--- src/rtl/aq_kbd_pkg.sv ---
// aq_kbd_pkg: decoder states, PS/2 prefix/control bytes and the set-2 to Aquarius matrix table.
// Cells are written in octal as row,col so 6'o73 reads as row 7, column 3.
package aq_kbd_pkg;

    typedef enum logic [2:0] {
        ST_IDLE,
        ST_EXT,
        ST_BRK,
        ST_EXT_BRK,
        ST_PAUSE
    } kbd_state_t;

    localparam logic [7:0] SC_EXT    = 8'hE0;
    localparam logic [7:0] SC_BRK    = 8'hF0;
    localparam logic [7:0] SC_PAUSE  = 8'hE1;
    localparam logic [7:0] SC_BAT    = 8'hAA;
    localparam logic [7:0] SC_ACK    = 8'hFA;
    localparam logic [7:0] SC_ECHO   = 8'hEE;
    localparam logic [7:0] SC_RESEND = 8'hFE;
    localparam logic [7:0] SC_LCTRL  = 8'h14;
    localparam logic [7:0] SC_DEL    = 8'h71;
    localparam logic [2:0] PAUSE_SKIP = 3'd7;

    typedef struct packed {
        logic       hit;
        logic [2:0] row;
        logic [2:0] col;
    } key_pos_t;

    function automatic key_pos_t key_map(input logic ext, input logic [7:0] code);
        logic       hit;
        logic [5:0] rc;
        hit = 1'b1;
        rc  = 6'o00;
        case ({ext, code})
            9'h055: rc = 6'o00;
            9'h066: rc = 6'o01;
            9'h171: rc = 6'o01;
            9'h052: rc = 6'o02;
            9'h05A: rc = 6'o03;
            9'h04C: rc = 6'o04;
            9'h049: rc = 6'o05;
            9'h071: rc = 6'o05;
            9'h04E: rc = 6'o10;
            9'h04A: rc = 6'o11;
            9'h045: rc = 6'o12;
            9'h04D: rc = 6'o13;
            9'h04B: rc = 6'o14;
            9'h041: rc = 6'o15;
            9'h046: rc = 6'o20;
            9'h044: rc = 6'o21;
            9'h042: rc = 6'o22;
            9'h03A: rc = 6'o23;
            9'h031: rc = 6'o24;
            9'h03B: rc = 6'o25;
            9'h03E: rc = 6'o30;
            9'h043: rc = 6'o31;
            9'h03D: rc = 6'o32;
            9'h03C: rc = 6'o33;
            9'h033: rc = 6'o34;
            9'h032: rc = 6'o35;
            9'h036: rc = 6'o40;
            9'h035: rc = 6'o41;
            9'h034: rc = 6'o42;
            9'h02A: rc = 6'o43;
            9'h021: rc = 6'o44;
            9'h02B: rc = 6'o45;
            9'h02E: rc = 6'o50;
            9'h02C: rc = 6'o51;
            9'h025: rc = 6'o52;
            9'h02D: rc = 6'o53;
            9'h023: rc = 6'o54;
            9'h022: rc = 6'o55;
            9'h026: rc = 6'o60;
            9'h024: rc = 6'o61;
            9'h01B: rc = 6'o62;
            9'h01A: rc = 6'o63;
            9'h029: rc = 6'o64;
            9'h01C: rc = 6'o65;
            9'h01E: rc = 6'o70;
            9'h01D: rc = 6'o71;
            9'h016: rc = 6'o72;
            9'h015: rc = 6'o73;
            9'h012: rc = 6'o74;
            9'h059: rc = 6'o74;
            9'h014: rc = 6'o75;
            9'h114: rc = 6'o75;
            default: hit = 1'b0;
        endcase
        return key_pos_t'({hit, rc});
    endfunction

endpackage

--- src/rtl/aq_key_decode.sv ---
// aq_key_decode: combinational scancode-to-matrix-cell lookup, isolated so the table can be swapped.
module aq_key_decode
    import aq_kbd_pkg::*;
(
    input  logic       i_ext,
    input  logic [7:0] i_code,
    output key_pos_t   o_key
);

    assign o_key = key_map(i_ext, i_code);

endmodule

--- src/rtl/aq_key_matrix.sv ---
// aq_key_matrix: PS/2 set-2 byte stream to Aquarius 8x8 key matrix with registered column output.
// Define AQ_KEY_RESET_EN to build the Ctrl+Delete CPU reset pulse.
module aq_key_matrix
    import aq_kbd_pkg::*;
#(
    parameter int unsigned RESET_PULSE = 16
) (
    input  logic       clk,
    input  logic       reset,
    input  logic [7:0] scan_code,
    input  logic       scan_valid,
    input  logic       matrix_clear,
    input  logic [7:0] row_sel,
    output logic [7:0] key_data,
    output logic       reset_req
);

    if (RESET_PULSE < 1 || RESET_PULSE > 255) begin : g_bad_pulse
        $error("RESET_PULSE must be in 1..255");
    end

    kbd_state_t r_state, w_next;
    logic [2:0]  r_skip_cnt;
    logic [63:0] r_pressed;
    logic [7:0]  r_key_data, w_col;
    logic        w_ext, w_make, w_brk, w_clear;
    key_pos_t    w_key;

    assign w_clear = reset | matrix_clear;
    assign w_ext   = (r_state == ST_EXT) || (r_state == ST_EXT_BRK);

    aq_key_decode u_decode (
        .i_ext (w_ext),
        .i_code(scan_code),
        .o_key (w_key)
    );

    always_comb begin
        w_next = r_state;
        w_make = 1'b0;
        w_brk  = 1'b0;
        if (scan_valid) begin
            case (r_state)
                ST_IDLE: begin
                    w_next = scan_code == SC_EXT   ? ST_EXT :
                             scan_code == SC_BRK   ? ST_BRK :
                             scan_code == SC_PAUSE ? ST_PAUSE : ST_IDLE;
                    w_make = !(scan_code inside {SC_EXT, SC_BRK, SC_PAUSE, SC_BAT, SC_ACK, SC_ECHO, SC_RESEND});
                end
                ST_EXT: begin
                    w_next = scan_code == SC_BRK ? ST_EXT_BRK : ST_IDLE;
                    w_make = scan_code != SC_BRK;
                end
                ST_BRK, ST_EXT_BRK: begin
                    w_next = ST_IDLE;
                    w_brk  = 1'b1;
                end
                ST_PAUSE: w_next = r_skip_cnt <= 3'd1 ? ST_IDLE : ST_PAUSE;
                default:  w_next = ST_IDLE;
            endcase
        end
    end

    always_ff @(posedge clk) begin
        r_state <= w_clear ? ST_IDLE : w_next;
        if (w_clear)
            r_skip_cnt <= 3'd0;
        else if (scan_valid && r_state == ST_IDLE && scan_code == SC_PAUSE)
            r_skip_cnt <= PAUSE_SKIP;
        else if (scan_valid && r_state == ST_PAUSE && r_skip_cnt != 3'd0)
            r_skip_cnt <= r_skip_cnt - 3'd1;
        if (w_clear)
            r_pressed <= '0;
        else if (w_key.hit && (w_make || w_brk))
            r_pressed[{w_key.row, w_key.col}] <= w_make;
    end

    always_comb begin
        w_col = '0;
        for (int r = 0; r < 8; r++)
            if (!row_sel[r]) w_col = w_col | r_pressed[r*8 +: 8];
    end

    always_ff @(posedge clk)
        r_key_data <= reset ? 8'hFF : ~w_col;

    assign key_data = r_key_data;

`ifdef AQ_KEY_RESET_EN
    logic       r_lctrl;
    logic [7:0] r_pulse_cnt;
    logic       w_trigger;

    // Only the non-extended Ctrl counts; right Ctrl shares the cell but must not arm the reset.
    assign w_trigger = !matrix_clear && w_make && w_ext && scan_code == SC_DEL && r_lctrl;

    always_ff @(posedge clk) begin
        if (w_clear)
            r_lctrl <= 1'b0;
        else if ((w_make || w_brk) && !w_ext && scan_code == SC_LCTRL)
            r_lctrl <= w_make;
        if (reset)
            r_pulse_cnt <= 8'd0;
        else if (w_trigger)
            r_pulse_cnt <= 8'(RESET_PULSE);
        else if (r_pulse_cnt != 8'd0)
            r_pulse_cnt <= r_pulse_cnt - 8'd1;
    end

    assign reset_req = r_pulse_cnt != 8'd0;
`else
    assign reset_req = 1'b0;
`endif

endmodule

--- config.mk ---
export PLATFORM = sky130hd
export DESIGN_NAME = aq_key_matrix
export DESIGN_NICKNAME = d
export VERILOG_FILES = /design/src/rtl/aq_kbd_pkg.sv /design/src/rtl/aq_key_decode.sv /design/src/rtl/aq_key_matrix.sv
export SDC_FILE = /design/constraint.sdc
export NUM_CORES = 1
export LEC_CHECK = 0
export BUFFER_PORTS_ARGS = -buffer_cell sky130_fd_sc_hd__buf_2
export CORE_MARGIN = 2
export CORE_UTILIZATION = 55
export CTS_BUF_LIST = sky130_fd_sc_hd__clkbuf_16
export DETAILED_ROUTE_END_ITERATION = 10
export PLACE_DENSITY = 0.73
export RECOVER_POWER = 100
export SLEW_MARGIN = 10
export SYNTH_ARGS = -nofsm -noshare
export SYNTH_HDL_FRONTEND = slang
export SYNTH_SLANG_ARGS = --single-unit
--- constraint.sdc ---
create_clock -name clk -period 2.6 [get_ports clk]
set_input_delay 0.26 -clock clk [delete_from_list [all_inputs] [get_ports clk]]
set_output_delay 0.26 -clock clk [all_outputs]
set_load 0.005 [all_outputs]
==> results of run 1 <==
==> final timing paths <==
kind	startpoint	end	slack (ns)
max	r_state[2]$_SDFFE_PP0P_	r_pressed[11]$_SDFFE_PP0P_	0.13
min reg2reg	r_pressed[14]$_SDFFE_PP0P_	r_pressed[14]$_SDFFE_PP0P_	0.44
min	scan_valid	r_state[1]$_SDFFE_PP0P_	0.26
max reg2reg	r_state[2]$_SDFFE_PP0P_	r_pressed[11]$_SDFFE_PP0P_	0.13
==> where the power goes <==
| group | internal, mW | total (mW) | leakage, nW | switching [mW] |
|---|---|---|---|---|
| Combinational | 0.134 | 0.359 | 1.41 | 0.225 |
| Clock | 0.669 | 1.25 | 0.136 | 0.581 |
| Sequential | 1.19 | 1.20 | 0.629 | 0.000562 |
==> placed cells by master, fill, tap and decap left out, types with 5 or more instances in the layout <==
master / count
o22ai_1: 37
nor2_1: 36
clkbuf_16: 9
nand4_1: 6
nor4_1: 7
inv_1: 73
a21oi_1: 31
buf_2: 18
o41ai_1: 8
o21ai_0: 16
buf_4: 66
or3_1: 8
nor2b_1: 13
nand3_1: 46
nor3_1: 5
dfxtp_1: 77
clkbuf_1: 9
o21ai_1: 5
nand3b_1: 6
mux2i_1: 35
nand2b_1: 13
nand2_1: 59
==> sequential cells by signal (all words and copies together) (netlist names) <==
register,count
r_pressed,64
key_data,8
r_skip_cnt,3
r_state,3
==> layer usage <==
metal,part of all wire (%),vias up,track usage (%)
li1,-,2269,-
met1,43,2300,45.1
met2,45,243,49.2
met3,9.7,23,6.36
met4,1.8,0,9.39
met5,0,-,0
==> critical path, stage by stage, from the launching register on <==
cell and delay, ns:
dfxtp_1 0.41, nor2b_1 0.08, buf_4 0.18, or3_1 0.46, buf_4 0.19, a211oi_1 0.23, nor3_1 0.11, o211ai_1 0.12
and2b_1 0.28, nand3_1 0.13, mux2i_1 0.14
==> cell type report <==
| type | count | area share (%) |
|---|---|---|
| clock inverter | 7 | 1.14 |
| timing repair buffer | 96 | 12.2 |
| multi-input combinational | 417 | 47.3 |
| sequential | 78 | 28.0 |
| clock buffer | 9 | 4.04 |
| inverter | 73 | 4.91 |
| tap | 105 | 2.36 |
==> per-stage QoR <==
stage / instance area [um2] / power [mW] / utilization (%)
2_1_floorplan: 4700 / 1.44 / -
3_3_place_gp: 5240 / 1.56 / 63.5
3_5_place_dp: 5240 / 1.56 / 63.5
4_1_cts: 5530 / 2.79 / 67.0
5_1_grt: 5580 / 2.88 / 67.5
6_report: 5580 / 2.81 / 67.5
==> kinds of logic (layout without fill, tap and decap cells) <==
kind of cell,Yosys count,count (layout),share of synthesized area [%]
AOI/OAI and AO/OA,134,134,18.9
xor gates and xnor gates,2,2,0.373
adders and majority gates,3,3,0.798
buffers and inverters,122,185,11.5
DFF,78,78,33.2
muxes,36,36,7.69
other,1,1,0.0798
and+or+nand+nor,241,241,27.5
==> repair_timing <==
action | CTS | global route
hold buffers | 0 | 0
setup endpoints to repair | 0 | 35
setup buffers | 0 | 2
gates resized for setup | 0 | 9
==> flow_metrics.py, run 1 <==
metrics = {
    "drt": {
        "firstDrtPassIters": 5,
        "drc": 0,
        "postRouteAntennaNets": 0,
        "drt_iter0_drc": 431,
        "vias": 4835,
        "viasPerCell": 6.16,
        "wl_per_cell_um": 18.3,
        "wl_um": 14400,
    },
    "sta": {
        "fin_skew_ns": 0.00590,
        "hold_ws_ns": 0.261,
        "finalWorstSetupSlack_ns": 0.131,
        "fmax_mhz": 405,
        "period_minus_slack_ns": 2.47,
        "finalHoldViolCount": 0,
        "finalSetupViolations": 0,
        "finalMaxSlewViolations": 0,
        "timing.final.crit_share_pct": 95.0,
        "tightestPinTransition_ns": 0.618,
        "tns_ns": 0,
        "slew_headroom_pct": 58.8,
    },
    "yosys": {
        "synth_flop_cell": "dfxtp_1",
        "synth_area_um2": 4700,
        "syn_avg_cell_area_um2": 7.62,
        "yosysTopAreaCell": "dfxtp_1",
        "ys_seq_area_share_pct": 33.2,
        "syn-instance-count": 617,
        "synth.distinct_cells": 69,
        "netlist.area_leader.share_pct": 33.2,
        "yosysMostFrequentCell": "dfxtp_1",
        "ys_ff_latch": 78,
        "async_flop_share_pct": 0,
        "netlist_top_cells_count": "78 x dfxtp_1, 73 x inv_1, 59 x nand2_1",
        "syn-num-nets": 640,
        "synth_warnings": 0,
        "synth_edf_count": 0,
        "yosys-top-cells-area": "dfxtp_1 33%, mux2i_1 7.5%, inv_1 5.8%",
    },
    "cts": {
        "path_clk_slew_ns": 0.07,
        "htree_levels": 3,
        "cts_tree": "yes",
        "clockRootBuffer": "clkbuf_16",
        "cts_buffer_depth": 2,
        "clock-sinks": 78,
        "insertion_delay_ns": 0.34,
        "cts_buffers": 9,
    },
    "min_path": {
        "whs_path_depth": 3,
        "worstHoldPathType": "in -> reg",
    },
    "setup_path": {
        "cp-end-kind": "register",
        "cp-start-kind": "register",
        "required_ns": 2.82,
        "path_class": "reg -> reg",
        "arrival_ns": 2.68,
        "reg2regPathDepth": 10,
        "path_max_fanout": 10,
    },
    "power_and_ir_drop": {
        "cellLeakagePower_nw": 2.18,
        "vdd_ir_drop_max_mv": 0.322,
        "p_per_area_nw_per_um2": 503,
    },
    "final_layout": {
        "stdcell_count": 785,
        "seqCellArea_um2": 1560,
        "num-nets-final": 698,
        "multi_input_area_um2": 2640,
        "fill_cells": 721,
        "diodes": 0,
        "area_delta_synth_final_pct": 18.6,
        "final_layout_size_suffix_gt1_share_pct": 18.8,
    },
    "place": {
        "io_buffers": 27,
        "dp.cells": 767,
        "post-place-ws_ns": -0.0264,
        "routabilityCongestion": 0.927,
        "hpwlAfterDp_um": 10400,
    },
    "floorplan": {
        "io_pins": 29,
        "core_um2": 8260,
        "initial_core_util_pct": 56.9,
        "die_h_um": 96.5,
        "num_rows": 33,
        "die_area_um2": 9300,
        "die-width_um": 96.5,
    },
    "job": {
        "cap_violations": 0,
    },
    "grt": {
        "grt_antenna_before_repair": 0,
        "grt-ovfl-total": 0,
        "grt_pass1_wl_um": 22500,
        "grt_pass1_vias": 4297,
        "grt_max_degree": 39,
        "grtUsageTotal_pct": 31.9,
    },
    "status": {
        "outcome": "complete, no violations",
    },
}
(Power assumes the default switching activity.)
==> run 2, diff against run 1 <==
--- a/config.mk
+++ b/config.mk
@@ -5,6 +5,7 @@
 export SDC_FILE = /design/constraint.sdc
 export NUM_CORES = 1
 export LEC_CHECK = 0
+export ABC_AREA = 1
 export BUFFER_PORTS_ARGS = -buffer_cell sky130_fd_sc_hd__buf_2
 export CORE_MARGIN = 2
 export CORE_UTILIZATION = 55
==> flow_metrics.py, run 2 <==
metrics = {
    "status": {
        "outcome": "complete, but fails checks",
        "failed_checks": "max-capacitance violations, max-slew violations",
    },
    "final_layout": {
        "largest_reg_flops": 64,
        "mostFrequentLayoutCells": "145 x nand2_1, 92 x nor2_1, 78 x dfxtp_1",
        "layout_commonest_cell": "nand2_1",
        "final_layout_size_suffix_gt1_share_pct": 8.57,
        "diodes": 0,
        "top_register": "r_pressed",
        "area_delta_synth_final_pct": 9.61,
        "fill_cells": 739,
        "num-nets-final": 730,
    },
    "yosys": {
        "ys_ff_latch": 78,
        "synth_flop_cell": "dfxtp_1",
        "yosys-top-cells-area": "dfxtp_1 35%, nand2_1 12%, nand3_1 8.0%",
        "synth_warnings": 0,
        "ys_seq_area_share_pct": 35.0,
        "synth_edf_count": 0,
        "synth_area_um2": 4460,
        "netlist_top_cells_count": "145 x nand2_1, 92 x nor2_1, 78 x dfxtp_1",
        "synth.distinct_cells": 29,
        "syn-num-nets": 723,
        "syn_avg_cell_area_um2": 6.38,
        "async_flop_share_pct": 0,
        "yosysTopAreaCell": "dfxtp_1",
        "yosysMostFrequentCell": "nand2_1",
        "syn-instance-count": 700,
        "netlist.area_leader.share_pct": 35.0,
    },
    "sta": {
        "finalWorstSetupSlack_ns": 0.327,
        "fmax_mhz": 440,
        "finalMaxSlewViolations": 66,
        "timing.final.crit_share_pct": 87.4,
        "tns_ns": 0,
        "finalSetupViolations": 0,
        "finalHoldViolCount": 0,
        "period_minus_slack_ns": 2.27,
        "fin_skew_ns": 0.00687,
        "tightestPinTransition_ns": 2.06,
        "grt_setup_unrepaired": "no",
        "slew_headroom_pct": -37.2,
    },
    "grt": {
        "grt_pass1_wl_um": 21300,
        "grt_pass1_vias": 4395,
        "grt_antenna_before_repair": 0,
        "grt_max_degree": 92,
        "grt-ovfl-total": 0,
        "grtUsageTotal_pct": 31.0,
    },
    "floorplan": {
        "die_h_um": 94.1,
        "num_rows": 32,
        "initial_core_util_pct": 57.2,
        "io_pins": 29,
        "die-width_um": 94.1,
        "die_area_um2": 8850,
        "core_um2": 7810,
    },
    "drt": {
        "wl_met2_um": 6110,
        "wl_met3_um": 1060,
        "viasPerCell": 5.88,
        "firstDrtPassIters": 6,
        "wl_per_cell_um": 16.1,
        "wl_um": 13100,
        "top_layer": "met4",
        "vias": 4784,
        "drc": 0,
        "wl_met1_um": 5700,
        "postRouteAntennaNets": 0,
        "drt_iter0_drc": 544,
    },
    "setup_path": {
        "crit_start": "r_state[2]$_SDFFE_PP0P_",
        "required_ns": 2.73,
        "timing.rr.end": "r_pressed[59]$_SDFFE_PP0P_",
        "crit_top_cell": "nand2_1",
        "critPathMaxStageDelay_ns": 0.41,
        "reg2reg_slack_ns": 0.33,
        "arrival_ns": 2.40,
        "cp-end-kind": "register",
        "r2r_start": "r_state[2]$_SDFFE_PP0P_",
        "path_max_fanout": 51,
        "path_class": "reg -> reg",
        "cp-start-kind": "register",
        "reg2regPathDepth": 14,
        "worstPathCellList": "inv_2, nand2_2, nand2_1, nor2_1, nand2_1, nand2_1, nor2_1, nand2_1, nor2_1, nand3_4, buf_12, nand3_1, nand2_1, a21oi_1",
        "worst_path_max_delay_cell": "dfxtp_1",
        "crit_end": "r_pressed[59]$_SDFFE_PP0P_",
    },
    "job": {
        "cap_violations": 1,
    },
    "cts": {
        "cts_buffers": 9,
        "cts_buffer_depth": 2,
        "clockRootBuffer": "clkbuf_16",
        "cts_tree": "yes",
        "cts_resized": 0,
        "htree_levels": 3,
        "holdBufCountCts": 0,
        "path_clk_slew_ns": 0.07,
        "insertion_delay_ns": 0.34,
        "cts_setup_buffers": 0,
        "clock-sinks": 78,
    },
    "power_and_ir_drop": {
        "vdd_ir_drop_max_mv": 0.520,
        "cellLeakagePower_nw": 1.74,
        "p_per_area_nw_per_um2": 546,
    },
    "place": {
        "routabilityCongestion": 0.953,
        "hpwlAfterDp_um": 8700,
        "post-place-ws_ns": 0.336,
        "io_buffers": 27,
    },
    "min_path": {
        "worstHoldPathType": "in -> reg",
    },
}
-- run 2: cell types whose count changed after synthesis, sizes merged, moves of 13 or more --
cell | previous run | this run
mux2i | 35 | 0
nor3 | 6 | 36
nor2b | 13 | 0
nand3 | 46 | 72
o22ai | 37 | 15
nand4 | 9 | 44
nand2 | 59 | 149
a21oi | 33 | 58
nor2 | 39 | 96
nand2b | 14 | 0
-- run 2: logic make-up (layout without fill, tap and decap cells) --
family          Yosys count  after routing  share of synthesized area (%)
compound gates          101            101                           12.8
simple gates            398            398                           39.9
fa+ha+maj                 3              3                          0.841
other cells               1              1                         0.0840
flops                    78             78                           35.0
buf+inv                 117            129                           11.1
xor+xnor                  2              2                          0.392
-- run 2: stage by stage --
| step | cell area, um2 | total power [mW] | instances | utilization [%] | hold slack [ns] |
|---|---|---|---|---|---|
| global route | 4890 | 2.75 | 814 | 62.7 | 0.242 |
| global placement | 4620 | 1.48 | 798 | 59.2 | 0.424 |
| detailed placement | 4620 | 1.49 | 798 | 59.2 | 0.427 |
| finish | 4890 | 2.67 | 814 | 62.7 | 0.232 |
| floorplan | 4460 | 1.41 | 700 | - | 0.385 |
| CTS | 4900 | 2.67 | 814 | 62.8 | 0.229 |
-- run 2: worst min path at each step --
stage,from,slack [ns],cells after the start,end
final,scan_valid,0.23,3,r_state[2]$_SDFFE_PP0P_
after global routing,scan_valid,0.24,3,r_state[2]$_SDFFE_PP0P_
after detailed placement,r_pressed[38]$_SDFFE_PP0P_,0.43,2,r_pressed[38]$_SDFFE_PP0P_
after CTS,scan_valid,0.23,3,r_state[2]$_SDFFE_PP0P_
after floorplan,row_sel[7],0.38,2,key_data[0]$_SDFF_PP1_
after global placement,r_pressed[14]$_SDFFE_PP0P_,0.42,2,r_pressed[14]$_SDFFE_PP0P_
-- run 2: per-layer routing --
metal,GRT usage (%),vias up
met4,8.57,0
li1,-,2356
met2,50.2,200
met3,5.62,15
met1,42.3,2213
met5,0,-
-- run 2: power by group --
group	internal, mW	switching [mW]	leakage, nW
Combinational	0.0611	0.211	0.977
Sequential	1.19	0.000267	0.628
Clock	0.658	0.548	0.134
-- run 2: worst max-delay path, delay by kind of cell (launching register included) --
| kind | cells | cell delay [ns] |
|---|---|---|
| flops | 1 | 0.41 |
| simple gates | 11 | 1.27 |
| compound gates | 1 | 0.06 |
| buf+inv | 2 | 0.29 |
-- run 2: area by class of cell --
| class | count | area [um2] | share of cell area (%) |
|---|---|---|---|
| clock buffers | 9 | 225 | 4.60 |
| clock inverters | 7 | 57.6 | 1.18 |
| inverters | 79 | 297 | 6.06 |
| multi-input cells | 505 | 2410 | 49.2 |
| flip-flops and latches | 78 | 1560 | 31.9 |
| well taps | 102 | 128 | 2.61 |
| repair buffers | 34 | 216 | 4.42 |
